[config.mk]
export PLATFORM = sky130hd
export DESIGN_NAME = gray_conv_arbiter
export DESIGN_NICKNAME = d
export VERILOG_FILES = /design/src/rtl/gray_pkg.sv /design/src/rtl/rr_pick.sv /design/src/rtl/gray_conv_arbiter.sv
export SDC_FILE = /design/constraint.sdc
export NUM_CORES = 1
export LEC_CHECK = 0
export BUFFER_PORTS_ARGS = -buffer_cell sky130_fd_sc_hd__buf_2
export CAP_MARGIN = 20
export CORE_MARGIN = 2
export CORE_UTILIZATION = 45
export DETAILED_ROUTE_END_ITERATION = 8
export PLACE_DENSITY = 0.82
export RECOVER_POWER = 25
export SLEW_MARGIN = 10
export SYNTH_ARGS = -nofsm -noshare
export SYNTH_HDL_FRONTEND = slang
export SYNTH_SLANG_ARGS = --single-unit
[constraint.sdc]
create_clock -name clk -period 3.79 [get_ports clk]
set_input_delay 0.5685 -clock clk [delete_from_list [all_inputs] [get_ports clk]]
set_output_delay 0.5685 -clock clk [all_outputs]
set_load 0.02 [all_outputs]
[src/rtl/gray_pkg.sv]
// Shared types and defaults for the Gray-code conversion arbiter.
// Holds the two-state output FSM encoding and the default requester count and code width.
package gray_pkg;

  localparam int GRAY_N_DEFAULT = 4;
  localparam int GRAY_W_DEFAULT = 4;

  typedef enum logic {
    EMPTY = 1'b0,
    FULL  = 1'b1
  } gray_state_e;

endpackage

[src/rtl/rr_pick.sv]
// Combinational round-robin picker: searches from (last_i+1) mod N upward
// and returns the first asserted request as a one-hot vector and as an index.
module rr_pick
  import gray_pkg::*;
#(
  parameter int N = GRAY_N_DEFAULT
) (
  input  logic [N-1:0] req_i,
  input  logic [2:0]   last_i,
  output logic [N-1:0] winner_o,
  output logic [2:0]   index_o
);

  logic [3:0] cand;
  logic       found;

  always_comb begin
    winner_o = '0;
    index_o  = '0;
    found    = 1'b0;
    cand     = '0;
    for (int k = 1; k <= N; k++) begin
      // last_i < N, so one subtraction is enough to wrap the candidate.
      cand = {1'b0, last_i} + 4'(k);
      if (cand >= 4'(N)) cand = cand - 4'(N);
      for (int j = 0; j < N; j++) begin
        if (!found && req_i[j] && (cand == 4'(j))) begin
          winner_o[j] = 1'b1;
          index_o     = 3'(j);
          found       = 1'b1;
        end
      end
    end
  end

endmodule

[src/rtl/gray_conv_arbiter.sv]
// Round-robin arbitrated binary-to-Gray converter with a one-entry output register.
// Optional handshake counter output conv_count is enabled by GRAY_CONV_ARBITER_STATS_EN.
module gray_conv_arbiter
  import gray_pkg::*;
#(
  parameter int N = GRAY_N_DEFAULT,
  parameter int W = GRAY_W_DEFAULT
) (
  input  logic           clk,
  input  logic           rst,
  input  logic [N-1:0]   req,
  input  logic [N*W-1:0] bin_in,
  output logic [N-1:0]   gnt,
  output logic           out_valid,
  input  logic           out_ready,
  output logic [W-1:0]   gray_out,
  output logic [2:0]     out_id
`ifdef GRAY_CONV_ARBITER_STATS_EN
  ,
  output logic [15:0]    conv_count
`endif
);

  gray_state_e  state_q, state_d;
  logic [2:0]   last_q;
  logic [W-1:0] gray_q;
  logic [2:0]   id_q;

  logic [N-1:0] winner;
  logic [2:0]   win_idx;
  logic         load;
  logic [W-1:0] bin_sel;
  logic [W-1:0] gray_d;

  rr_pick #(.N(N)) u_pick (
    .req_i    (req),
    .last_i   (last_q),
    .winner_o (winner),
    .index_o  (win_idx)
  );

  // Loading while FULL is only legal when the current result drains this edge.
  assign load = !rst && (|req) && ((state_q == EMPTY) || out_ready);

  always_comb begin
    bin_sel = '0;
    for (int i = 0; i < N; i++) begin
      if (winner[i]) bin_sel = bin_sel | bin_in[i*W +: W];
    end
  end

  // Slice index 0 is the MSB, i.e. bit W-1 of the packed vector.
  for (genvar gi = 0; gi < W; gi++) begin : g_gray
    if (gi == 0) begin : g_msb
      assign gray_d[W-1] = bin_sel[W-1];
    end else begin : g_xor
      assign gray_d[W-1-gi] = bin_sel[W-gi] ^ bin_sel[W-1-gi];
    end
  end

  always_ff @(posedge clk) begin
    if (rst) state_q <= EMPTY;
    else     state_q <= state_d;
  end

  always_comb begin
    state_d = state_q;
    case (state_q)
      EMPTY:   if (load) state_d = FULL;
      FULL:    if (out_ready && !load) state_d = EMPTY;
      default: state_d = EMPTY;
    endcase
  end

  always_comb begin
    out_valid = (state_q == FULL);
    gnt       = load ? winner : '0;
  end

  always_ff @(posedge clk) begin
    if (rst) begin
      gray_q <= '0;
      id_q   <= '0;
      last_q <= 3'(N - 1);
    end else if (load) begin
      gray_q <= gray_d;
      id_q   <= win_idx;
      last_q <= win_idx;
    end
  end

  assign gray_out = gray_q;
  assign out_id   = id_q;

`ifdef GRAY_CONV_ARBITER_STATS_EN
  logic [15:0] conv_count_q;

  always_ff @(posedge clk) begin
    if (rst) begin
      conv_count_q <= '0;
    end else if (out_valid && out_ready && (conv_count_q != 16'hFFFF)) begin
      conv_count_q <= conv_count_q + 16'd1;
    end
  end

  assign conv_count = conv_count_q;
`endif

endmodule

Yosys cells after proc, flatten, opt, wreduce, memory -nomap -nowiden
Index checks and enable logic that the tools add are counted.

Bits in registers: 11. Bits of input ports: 23. Word-level logic and storage cells: 149.

Add/subtract/negate cells: 8. Order comparisons: 4. Equality and inequality tests: 12. Mux-type cells: 57. Bitwise gates (word level): 7. Reductions and logical operators: 57.

Operators with widths (number): 4-bit 2-to-1 mux (9); 1-bit logical AND (34); 1-bit 2-to-1 mux (33); 4-bit by 2-bit == test with 1-bit output (second input constant) (8); 2-bit 2-to-1 mux (14); 1-bit logical NOT (17); 4-bit by 1-bit == test with 1-bit output (second input constant) (4); 4-bit by 3-bit greater-or-equal comparator with 1-bit output (second input constant) (4); 4-bit logical NOT (4); 4-bit by 3-bit subtractor with 4-bit output (second input constant) (4); 4-bit OR (3); 3-bit by 2-bit adder with 4-bit output (second input constant) (2); 3-bit by 1-bit adder with 4-bit output (second input constant) (1); 3-bit by 3-bit adder with 4-bit output (second input constant) (1); 4-bit OR reduction (1); 1-bit XOR (3); 1-bit one-hot mux with 2 select lines (1); 1-bit logical OR (1); 1-bit inverter (1).

Depth between registers and ports, before layout
Gate-level depths: netlist of run 1.

Depth in word-level cells: 68. Mapped depth: 7.

Hierarchy
A second synthesis of run 1 with hierarchy kept.

Cell total of the unflattened synthesis: 136. Area total of the unflattened synthesis: 1024.7 um^2.

By module, submodules not included: gray_conv_arbiter (instances 1, cells an instance 59, area each 514.2 um^2, sequential area each 200.2 um^2); rr_pick (instances 1, cells an instance 77, area each 510.5 um^2, sequential area each 0.0 um^2).

Worst setup path after synthesis of run 1
OpenSTA, ideal clock, no wires.

Kind: input to output. From: input port req[0]. To: output port gnt[0]. Arrival time: 1.956 ns. Setup slack: 1.265 ns. Stages on the path: 6. Path through: buf_2 nor4_1 or3_1 clkbuf_1 buf_2 nor3_1.

Longest elaborated chain between the ends: 51.

RTL lines: start, declared (line gray_conv_arbiter.sv:11) `input logic [N-1:0] req,`; 1-bit logical AND (line rr_pick.sv:27) `if (!found && req_i[j] && (cand == 4'(j))) begin`; 1-bit 2-to-1 mux (line rr_pick.sv:27); 1-bit logical NOT (line rr_pick.sv:27); 1-bit logical AND (2 in series) (line rr_pick.sv:27); 1-bit 2-to-1 mux (line rr_pick.sv:27); 1-bit logical NOT (line rr_pick.sv:27); 1-bit logical AND (2 in series) (line rr_pick.sv:27); 1-bit 2-to-1 mux (line rr_pick.sv:27); (+31 left out); 1-bit 2-to-1 mux (line rr_pick.sv:27); 1-bit logical NOT (line rr_pick.sv:27); 1-bit logical AND (2 in series) (line rr_pick.sv:27); 1-bit 2-to-1 mux (line rr_pick.sv:27); 1-bit logical NOT (line rr_pick.sv:27); 1-bit logical AND (2 in series) (line rr_pick.sv:27); 1-bit 2-to-1 mux (line rr_pick.sv:27); 4-bit 2-to-1 mux * (line gray_conv_arbiter.sv:77) `gnt = load ? winner : '0;`; end, declared (line gray_conv_arbiter.sv:13) `output logic [N-1:0] gnt,`.

Mark *: on every way between the ends. The rest lies on a longest branch, timed or not.

Worst setup path after layout of run 1
From: input port req[2]. To: output port gnt[1].

Longest elaborated chain between the ends: 48.

RTL lines (line): 1-bit logical AND (2 in series) (rr_pick.sv:27); 1-bit 2-to-1 mux (rr_pick.sv:27); 1-bit logical NOT (rr_pick.sv:27); 1-bit logical AND (2 in series) (rr_pick.sv:27); 1-bit 2-to-1 mux (rr_pick.sv:27); 1-bit logical NOT (rr_pick.sv:27); 1-bit logical AND (2 in series) (rr_pick.sv:27); 1-bit 2-to-1 mux (rr_pick.sv:27); (+27 left out); 1-bit 2-to-1 mux (rr_pick.sv:27); 1-bit logical NOT (rr_pick.sv:27); 1-bit logical AND (2 in series) (rr_pick.sv:27); 1-bit 2-to-1 mux (rr_pick.sv:27); 1-bit logical NOT (rr_pick.sv:27); 1-bit logical AND (2 in series) (rr_pick.sv:27); 1-bit 2-to-1 mux (rr_pick.sv:27); 4-bit 2-to-1 mux * (gray_conv_arbiter.sv:77).

Marked as above.

==> results of run 1 <==
[worst max-delay path, cell delays in order]
cell and delay (ns):
clkbuf_1 0.14, nor4_1 0.50, or3_1 0.47, nor3_1 0.11, buf_2 0.18
[cell type report]
type	instances	area (um2)	area share, %
multi-input cells	61	380	48.1
flip-flops and latches	9	180	22.8
well taps	15	18.8	2.37
repair buffers	33	159	20.1
clock buffers	4	26.3	3.32
inverters	7	26.3	3.32
[per-layer routing]
layer	track usage, %	routed length, um	vias up
met5	0	0	-
li1	-	-	360
met3	3.26	107	5
met1	23.7	678	292
met2	27.3	628	37
met4	12.5	44	0
[worst paths after layout]
kind / startpoint / endpoint / slack [ns]
worst min-delay path: gray_out[1] / gray_out[1] / 0.46
worst max register to register: last_q[1] / gray_out[2] / 2.00
worst min register to register: gray_out[1] / gray_out[1] / 0.46
worst max-delay path: req[2] / gnt[1] / 1.25
[per-stage QoR]
| stage | instances | util (%) |
|---|---|---|
| finish | 129 | 61.5 |
| detailed placement | 125 | 60.0 |
| CTS | 129 | 62.0 |
| floorplan | 82 | - |
| global route | 129 | 61.5 |
| global placement | 125 | 60.0 |
[registers in the layout, indices dropped and copies added (netlist names)]
signal,flops
gray_out,4
out_valid,1
last_q,2
out_id,2
[cells in the final DEF, fill, tap and decap left out, types with 2 or more instances in the layout]
cell       n
nand2_1    2
nor2_1     7
nand2b_1   3
xor2_1     2
nor3_1     8
buf_2     28
dfxtp_1    9
o21ai_1    4
a21oi_1    3
nand3_1    8
o22ai_1    5
clkbuf_4   3
clkbuf_1   6
nor2b_1    2
a221oi_2   3
inv_1      6
[cells by family (layout without fill, tap and decap cells)]
| family | Yosys count | count (layout) | synth area share, % |
|---|---|---|---|
| AO/OA/AOI/OAI | 24 | 24 | 30.4 |
| XOR/XNOR | 3 | 3 | 4.29 |
| other | 1 | 1 | 0.612 |
| flip-flops | 9 | 9 | 29.4 |
| AND/OR/NAND/NOR | 33 | 33 | 26.7 |
| buffers and inverters | 12 | 44 | 8.57 |
[power breakdown]
group	switching (mW)	internal [mW]
registers	0.0136	0.110
logic	0.0762	0.0510
clock network	0.0343	0.0406
==> qor.yml, run 1 <==
syn_avg_cell_area_um2: 7.48
syn-cell-area_um2: 613
finalCriticalPeriod_ns: 2.54
area_growth_pct: 29.0
viasPerCell: 5.38
grt_pass1_wl_mm: 2.03
syn_nets: 105
dieArea_mm2: 0.00167
p_leak_nw: 0.367
yosysUniqueCellTypes: 31
wl_mm: 1.46
grt_max_degree: 16
cp_data_required_time_ns: 3.22
rsz0062_at_grt: "no"
cts_tree: "yes"
yosysWarnings: 0
grt_pass1_vias: 516
fill_cells: 121
overflow: 0
place_area_um2: 771
coreArea_mm2: 0.00128
hold_violations: 0
yosys-top-cells-count: "9 x dfxtp_1, 8 x nand3_1, 8 x nor3_1, 7 x nor2_1, 6 x inv_1"
postCtsSetupRepairBufs: 0
powerDensity_mw_per_mm2: 413
synth_area_leader_cell: "dfxtp_1"
cp-end-kind: "output pin"
drive_above_1_share_pct: 34.2
synth.most_common_cell: "dfxtp_1"
maxCapViolCount: 0
clk_path_buf_depth: 2
holdPathStages: 2
clkLatencyLatePin_ns: 0.27
worstSetupStartpointType: "input pin"
drc_errors: 0
period_share_pct: 67.1
worst_slack_ns: 1.25
yosys_register_bits: 9
rows: 13
ys_top_cells_by_area: "dfxtp_1 29%, a221oi_2 7.3%, nand3_1 6.5%"
worstMarginPinSlew_ns: 0.488
p_total_uw: 326
path_max_fanout: 15
die_x_um: 40.9
ctsRootBufferMaster: "clkbuf_4"
final.setup.tns_ns: 0
synth-edff-count: 0
yosysTopAreaCellShare_pct: 29.4
setup_viol: 0
max_slew_margin_pct: 67.1
place_ws_ns: 1.34
antenna_cells: 0
die_h_um: 40.9
status: "complete, no violations"
dp_hpwl_mm: 1.14
netlist_instances: 82
initial_core_util_pct: 47.7
slew_violations: 0
finalNetCount: 138
post_cts_resized: 0
stdcell_area_um2: 791
whs_ns: 0.461
dr.pass1.iters: 4
ios: 35
worstRegToRegCells: 6
ctsHoldBuffers: 0
dr.first_iter.drc_count: 8
clkSinkCount: 9
skew_ns: 0.00143
htree_levels: 1
globalplace.congestion: 0.743
antenna_found_initial: 0
ant_nets: 0
wl_per_cell_um: 11.3
synth_top_flop_cell: "dfxtp_1"
cts.clk_slew.worst_paths_ns: 0.06
synth.yosys.seq_area_share_pct: 29.4
critPathArrivalTime_ns: 1.97
hp-class: "flip-flop to flip-flop"
numPortBuffers: 33
grtUsageTotal_pct: 18.4
fmax_mhz: 393
cts_made_buffers: 3
vias: 694
critPathKind: "input pin to output pin"
async_flop_share_pct: 0
ir_drop_uv: 143
(Power assumes the default switching activity.)
==> run 2: changes to the inputs <==
Settings changed: ABC_AREA from default to 1, CORE_UTILIZATION 45 to 48, PLACE_DENSITY 0.82 to 0.78.
Clock period 3.79 ns to 2.6 ns, I/O delays scaled along.
==> run 2 against run 1 <==
Against the previous run:
- clock power grew 40%
- combinational power grew to 4.4 times the previous value
- die area up 39%
- final cell count rose by 78%
- global-route usage is 4.9 points higher
- wire length up 100%
- utilization increased by 8.1 points
- worst setup slack lost 1.2 ns
- register-to-register slack got worse by 1.8 ns
- first-iteration DRC count rose to 5.0 times the previous value
- critical path type is now flip-flop to output pin
- highest routed layer unchanged
==> qor.yml, run 2 <==
final_cell_mix: "50 x nand2_1, 27 x buf_2, 25 x inv_1, 16 x nand3_1, 15 x nor2_1"  # was 28 x buf_2, 9 x dfxtp_1, 8 x nor3_1, 8 x nand3_1, 7 x nor2_1
ys_top_cells_by_area: "nand2_1 20%, dfxtp_1 19%, inv_1 11%"  # was dfxtp_1 29%, a221oi_2 7.3%, nand3_1 6.5%
ctsHoldBuffers: 0  # unchanged
p_leak_nw: 0.714  # was 0.367 nW
grt_pass1_vias: 987  # was 516
globalplace.congestion: 0.932  # was 0.743
numPortBuffers: 33  # unchanged
fmax_mhz: 387
powerDensity_mw_per_mm2: 692  # was 413 mW/mm2
synth_area_leader_cell: "nand2_1"  # was dfxtp_1
netlist_instances: 163  # was 82
critPathKind: "flip-flop to output pin"  # was input pin to output pin
synth-edff-count: 0  # unchanged
worstSetupStartpointType: "flip-flop"  # was input pin
yosys_register_bits: 9  # unchanged
syn_nets: 186  # was 105
slew_violations: 0  # unchanged
finalCriticalPeriod_ns: 2.59
dr.pass1.iters: 4  # unchanged
dr.first_iter.drc_count: 40  # was 8
hp-class: "input pin to flip-flop"  # was flip-flop to flip-flop
worst_slack_ns: 0.0137  # was 1.25 ns
grt_pass1_wl_mm: 3.92  # was 2.03 mm
cts.clk_slew.worst_paths_ns: 0.06  # about the same
ant_nets: 0  # unchanged
clkSinkCount: 9  # unchanged
ctsRootBufferMaster: "clkbuf_4"  # unchanged
status: "complete, no violations"  # unchanged
hold_violations: 0  # unchanged
syn-cell-area_um2: 936  # was 613 um2
rows: 15  # was 13
clk_path_buf_depth: 2  # unchanged
drive_above_1_share_pct: 32.2  # was 34.2%
initial_core_util_pct: 52.5  # was 47.7%
yosysWarnings: 0  # unchanged
viasPerCell: 5.27  # was 5.38
maxCapViolCount: 0  # unchanged
max_slew_margin_pct: 59.4  # was 67.1%
async_flop_share_pct: 0  # unchanged
die_h_um: 48.2  # was 40.9 um
yosys-top-cells-count: "50 x nand2_1, 27 x inv_1, 17 x nand3_1, 16 x nor2_1, 9 x dfxtp_1"  # was 9 x dfxtp_1, 8 x nand3_1, 8 x nor3_1, 7 x nor2_1, 6 x inv_1
wl_per_cell_um: 12.7  # was 11.3 um
finalNetCount: 229  # was 138
place_ws_ns: 0.190  # was 1.34 ns
antenna_found_initial: 0  # unchanged
largest_reg_flops: 4  # unchanged
grtUsageTotal_pct: 23.3  # was 18.4%
cts_made_buffers: 3  # unchanged
synth.most_common_cell: "nand2_1"  # was dfxtp_1
yosysUniqueCellTypes: 23  # was 31
cts_tree: "yes"  # unchanged
ir_drop_uv: 405  # was 143 uV
yosysTopAreaCellShare_pct: 20.1  # was 29.4%
area_growth_pct: 32.6  # was 29.0%
synth.yosys.seq_area_share_pct: 19.3  # was 29.4%
whs_ns: 0.361  # was 0.461 ns
cp_data_required_time_ns: 2.21  # was 3.22 ns
layout_commonest_cell: "nand2_1"  # was buf_2
placedCellCount: 218  # was 125
die_x_um: 48.2  # was 40.9 um
path_max_fanout: 5  # was 15
rsz0062_at_grt: "yes"  # was no
overflow: 0  # unchanged
final_cell_count_no_fill: 230  # was 129
htree_levels: 1  # unchanged
skew_ns: 0.00200  # was 0.00143 ns
vias: 1211  # was 694
coreArea_mm2: 0.00178  # was 0.00128 mm2
setup_viol: 0  # unchanged
clkLatencyLatePin_ns: 0.26  # was 0.27 ns
ios: 35  # unchanged
syn_avg_cell_area_um2: 5.74  # was 7.48 um2
grt_max_degree: 14  # was 16
synth_top_flop_cell: "dfxtp_1"  # unchanged
antenna_cells: 0  # unchanged
critPathArrivalTime_ns: 2.20  # was 1.97 ns
drc_errors: 0  # unchanged
dp_hpwl_mm: 2.06  # was 1.14 mm
dieArea_mm2: 0.00232  # was 0.00167 mm2
worstMarginPinSlew_ns: 0.605  # was 0.488 ns
wl_mm: 2.92  # was 1.46 mm
period_share_pct: 99.5
cp-end-kind: "output pin"  # unchanged
==> run 2: cell types whose count changed after synthesis, moves of 5 or more <==
| cell | previous run | this run |
|---|---|---|
| nand2_1 | 2 | 50 |
| nand2_2 | 0 | 6 |
| o22ai_1 | 5 | 0 |
| nor3_1 | 8 | 1 |
| nor2_1 | 7 | 16 |
| nand4_1 | 0 | 8 |
| nand3_1 | 8 | 17 |
| inv_1 | 6 | 27 |
==> run 2: final cells by class <==
type | instances | area (um2)
well taps | 25 | 31.3
fillers | 172 | 542
multi-input cells | 122 | 656
clock buffers | 4 | 26.3
flip-flops and latches | 9 | 188
repair buffers | 41 | 229
inverters | 29 | 111
==> run 2: repair_timing <==
item,CTS,global route
setup endpoints to repair,2,3
setup buffers,0,8
gates resized for setup,3,16
pin swaps,1,6
==> run 2: stage by stage <==
stage / cell area [um2] / power (mW) / util [%] / TNS [ns]
after floorplan: 936 / 0.541 / - / 0
after CTS: 1120 / 0.764 / 62.8 / 0
after detailed placement: 1090 / 0.650 / 61.1 / 0
after global placement: 1090 / 0.634 / 61.1 / 0
after global routing: 1240 / 0.923 / 69.6 / -0.164
final: 1240 / 0.859 / 69.6 / 0
==> run 2: logic make-up (layout without fill, tap and decap cells) <==
family	after synthesis	after routing	synth area share, %
other	1	1	0.401
AO/OA/AOI/OAI	10	10	5.48
buffers and inverters	32	74	16.3
flip-flops	9	9	19.3
AND/OR/NAND/NOR	111	111	58.6
==> run 2: worst max-delay path, cell delays in order, from the launching register on <==
cell and delay [ns]:
dfxtp_4 0.37, inv_4 0.07, nor2_4 0.04, nand2_2 0.11, inv_2 0.06, nor2_4 0.13
nand4_4 0.09, nor2_4 0.17, nand4_4 0.10, nor2_4 0.20, nand4_1 0.17, nand2_2 0.15
inv_2 0.04, nor2_1 0.07, buf_4 0.15
==> run 2: path summary, 6_finish.rpt <==
path	from	to	slack [ns]	cells after the start
max	last_q[1]	gnt[2]	0.01	14
min	rst	out_id[1]	0.36	2
max reg2reg	last_q[1]	gray_out[1]	0.25	19
min reg2reg	out_id[0]	out_id[0]	0.47	2
==> run 2: layer usage <==
layer	routed length, um	global-route usage, %
met2	1420	38.9
met5	0	0
met1	1220	28.9
met3	193	3.33
met4	85	11.9
==> run 2: where the power goes <==
group	switching [mW]	internal (mW)
clock network	0.0459	0.0590
logic	0.349	0.208
registers	0.0270	0.170
total	0.421	0.437
==> run 3: changes to the inputs <==
Settings changed: CORE_UTILIZATION 48 to 50, CTS_BUF_LIST from default to sky130_fd_sc_hd__clkbuf_8, PLACE_DENSITY 0.78 to 0.81.
==> run 3 against run 2 <==
Against the previous run:
- wire length is 9.6% lower
- non-clock buffer count is 4 lower
- count of clock-buffer cells in the layout is 1 lower
- total power is 0.88% lower
- clock power is 48% higher
- global-route usage is 0.50 points lower
- worst hold slack better by 0.028 ns
- critical endpoint unchanged
- highest routed layer unchanged
==> qor.yml, run 3 (synthesized netlist as in run 2, its figures left out) <==
status: "complete, no violations"  # unchanged
vias: 1180  # was 1,211
final_cell_count_no_fill: 226  # was 230
crit_slowest_cell: "dfxtp_2"  # was dfxtp_4
final.setup.tns_ns: 0  # unchanged
clockPowerShare_pct: 18.2  # was 12.2%
rows: 15  # unchanged
dieArea_mm2: 0.00223  # was 0.00232 mm2
drc_errors: 0  # unchanged
critPathTopFamily: "simple AND/OR/NAND/NOR gates"  # unchanged
ios: 35  # unchanged
cts_tree: "yes"  # unchanged
max_stage_delay_ns: 0.34  # was 0.37 ns
drive_above_1_share_pct: 29.4  # was 32.2%
grt_pass1_vias: 978  # was 987
overflow: 0  # unchanged
clkSinkCount: 9  # unchanged
slew_violations: 0  # unchanged
utilization_pct: 67.7  # was 69.6%
globalplace.congestion: 0.920  # was 0.932
ir_drop_uv: 463  # was 405 uV
hold_violations: 0  # unchanged
p_leak_nw: 0.702  # was 0.714 nW
cellInternalPower_uw: 454  # was 437 uW
worstMarginPinSlew_ns: 0.620  # was 0.605 ns
fmax_mhz: 403  # was 387 MHz
whs_ns: 0.388  # was 0.361 ns
finalNetCount: 225  # was 229
wl_per_cell_um: 11.7  # was 12.7 um
comb_power_share_pct: 58.7  # was 64.8%
die_x_um: 47.3  # was 48.2 um
powerDensity_mw_per_mm2: 721  # was 692 mW/mm2
max_slew_margin_pct: 58.4  # was 59.4%
grtUsageTotal_pct: 22.8  # was 23.3%
fill_cells: 164  # was 172
finalCriticalPeriod_ns: 2.48  # was 2.59 ns
htree_levels: 1  # unchanged
cts.clk_slew.worst_paths_ns: 0.04  # was 0.06 ns
final_cell_mix: "50 x nand2_1, 27 x inv_1, 27 x buf_2, 16 x nand3_1, 15 x nor2_1"  # was 50 x nand2_1, 27 x buf_2, 25 x inv_1, 16 x nand3_1, 15 x nor2_1
area_growth_pct: 26.2  # was 32.6%
viasPerCell: 5.22  # was 5.27
hp-class: "input pin to flip-flop"  # unchanged
crit_top_cell: "nor2_4"  # unchanged
setup_viol: 0  # unchanged
wl_mm: 2.64  # was 2.92 mm
maxCapViolCount: 0  # unchanged
ctsRootBufferMaster: "clkbuf_8"  # was clkbuf_4
dr.first_iter.drc_count: 61  # was 40
period_share_pct: 95.5  # was 99.5%
dp_hpwl_mm: 2.00  # was 2.06 mm
die_h_um: 47.3  # was 48.2 um
layout_commonest_cell: "nand2_1"  # unchanged
p_total_uw: 851  # was 859 uW
clk_path_buf_depth: 2  # unchanged
grt_max_degree: 14  # unchanged
power.switching_uw: 398  # was 421 uW
antenna_found_initial: 0  # unchanged
crit_chain: "inv_2 > nor2_4 > nand2_2 > inv_2 > nor2_2 > nand4_2 > nor2_4 > nand4_2 > nor2_4 > nand4_1 > nand2_2 > inv_1 > nor2_1 > buf_4"  # was inv_4 > nor2_4 > nand2_2 > inv_2 > nor2_4 > nand4_4 > nor2_4 > nand4_4 > nor2_4 > nand4_1 > nand2_2 > inv_2 > nor2_1 > buf_4
cp-end-kind: "output pin"  # unchanged
grt_pass1_wl_mm: 3.73  # was 3.92 mm
path_max_fanout: 5  # unchanged
clkLatencyLatePin_ns: 0.23  # was 0.26 ns
critPathKind: "flip-flop to output pin"  # unchanged
coreArea_mm2: 0.00175  # was 0.00178 mm2
ant_nets: 0  # unchanged
placedCellCount: 218  # unchanged
swShare_pct: 46.7  # was 49.1%
initial_core_util_pct: 53.6  # was 52.5%
antenna_cells: 0  # unchanged
largest_reg_flops: 4  # unchanged
dr.pass1.iters: 4  # unchanged
ctsHoldBuffers: 0  # unchanged
worstSetupStartpointType: "flip-flop"  # unchanged
critical_path_buf_inv_count: 4  # unchanged
cts_made_buffers: 3  # unchanged
critPathArrivalTime_ns: 2.09  # was 2.20 ns
pwr-share-seq_pct: 23.0  # about the same
numPortBuffers: 33  # unchanged
cp_data_required_time_ns: 2.21  # about the same
skew_ns: 0.000970  # was 0.00200 ns
run 3: final timing paths:
kind              from     endpoint  slack [ns]  depth (start not counted)
max          last_q[1]       gnt[2]        0.12                         14
max reg2reg  last_q[1]  gray_out[0]        0.33                         19
min reg2reg  out_id[1]    out_id[1]        0.46                          2
min                rst    out_id[1]        0.39                          2
run 3: worst register-to-register path, cell delays in order (launching register included):
cell and delay [ns]:
dfxtp_2 0.34, inv_2 0.10, nor2_4 0.06, nand2_2 0.09
inv_2 0.04, nor2_2 0.13, nand4_2 0.13, nor2_4 0.15
nand4_2 0.13, nor2_4 0.16, nand4_2 0.13, nand2_2 0.13
buf_4 0.12, nand2_1 0.07, nand3_1 0.08, nor2_1 0.06
nand2_1 0.05, nand3_1 0.08, nand2_1 0.09, inv_1 0.04
run 3: area by class of cell:
class                           instances  area (um2)  area share [%]
Tap cell                               25        31.3            2.65
Clock inverter                          1        3.75           0.318
Timing Repair Buffer                   37         195            16.5
Clock buffer                            3        41.3            3.50
Sequential cell                         9         185            15.7
Inverter                               29         109            9.22
Multi-Input combinational cell        122         616            52.1
run 3: metal layers:
metal  up-vias  global-route usage (%)  wire length (um)
met2        67                    38.4              1260
met4         0                    12.8                48
met5         -                       0                 0
met3         6                   0.385               169
li1        596                       -                 -
met1       511                    29.3              1160
run 3: power by group through the flow:
| stage | Sequential [mW] | Clock (mW) | Combinational [mW] |
|---|---|---|---|
| floorplan | 0.216 | 0 | 0.325 |
| global placement | 0.190 | 0 | 0.443 |
| detailed placement | 0.191 | 0 | 0.458 |
| CTS | 0.189 | 0.161 | 0.460 |
| global route | 0.199 | 0.166 | 0.553 |
| finish | 0.196 | 0.155 | 0.500 |
run 3: timing repair:
action | in CTS | in global routing
setup buffers | 0 | 4
gates resized for setup | 0 | 9
endpoints found under the setup margin | 0 | 4
run 3: through the flow:
stage               area [um2]  worst slack [ns]
finish                    1180             0.118
global route              1180          -0.00913
CTS                       1130           0.00481
detailed placement        1090             0.224
global placement          1090             0.330
floorplan                  936             0.304
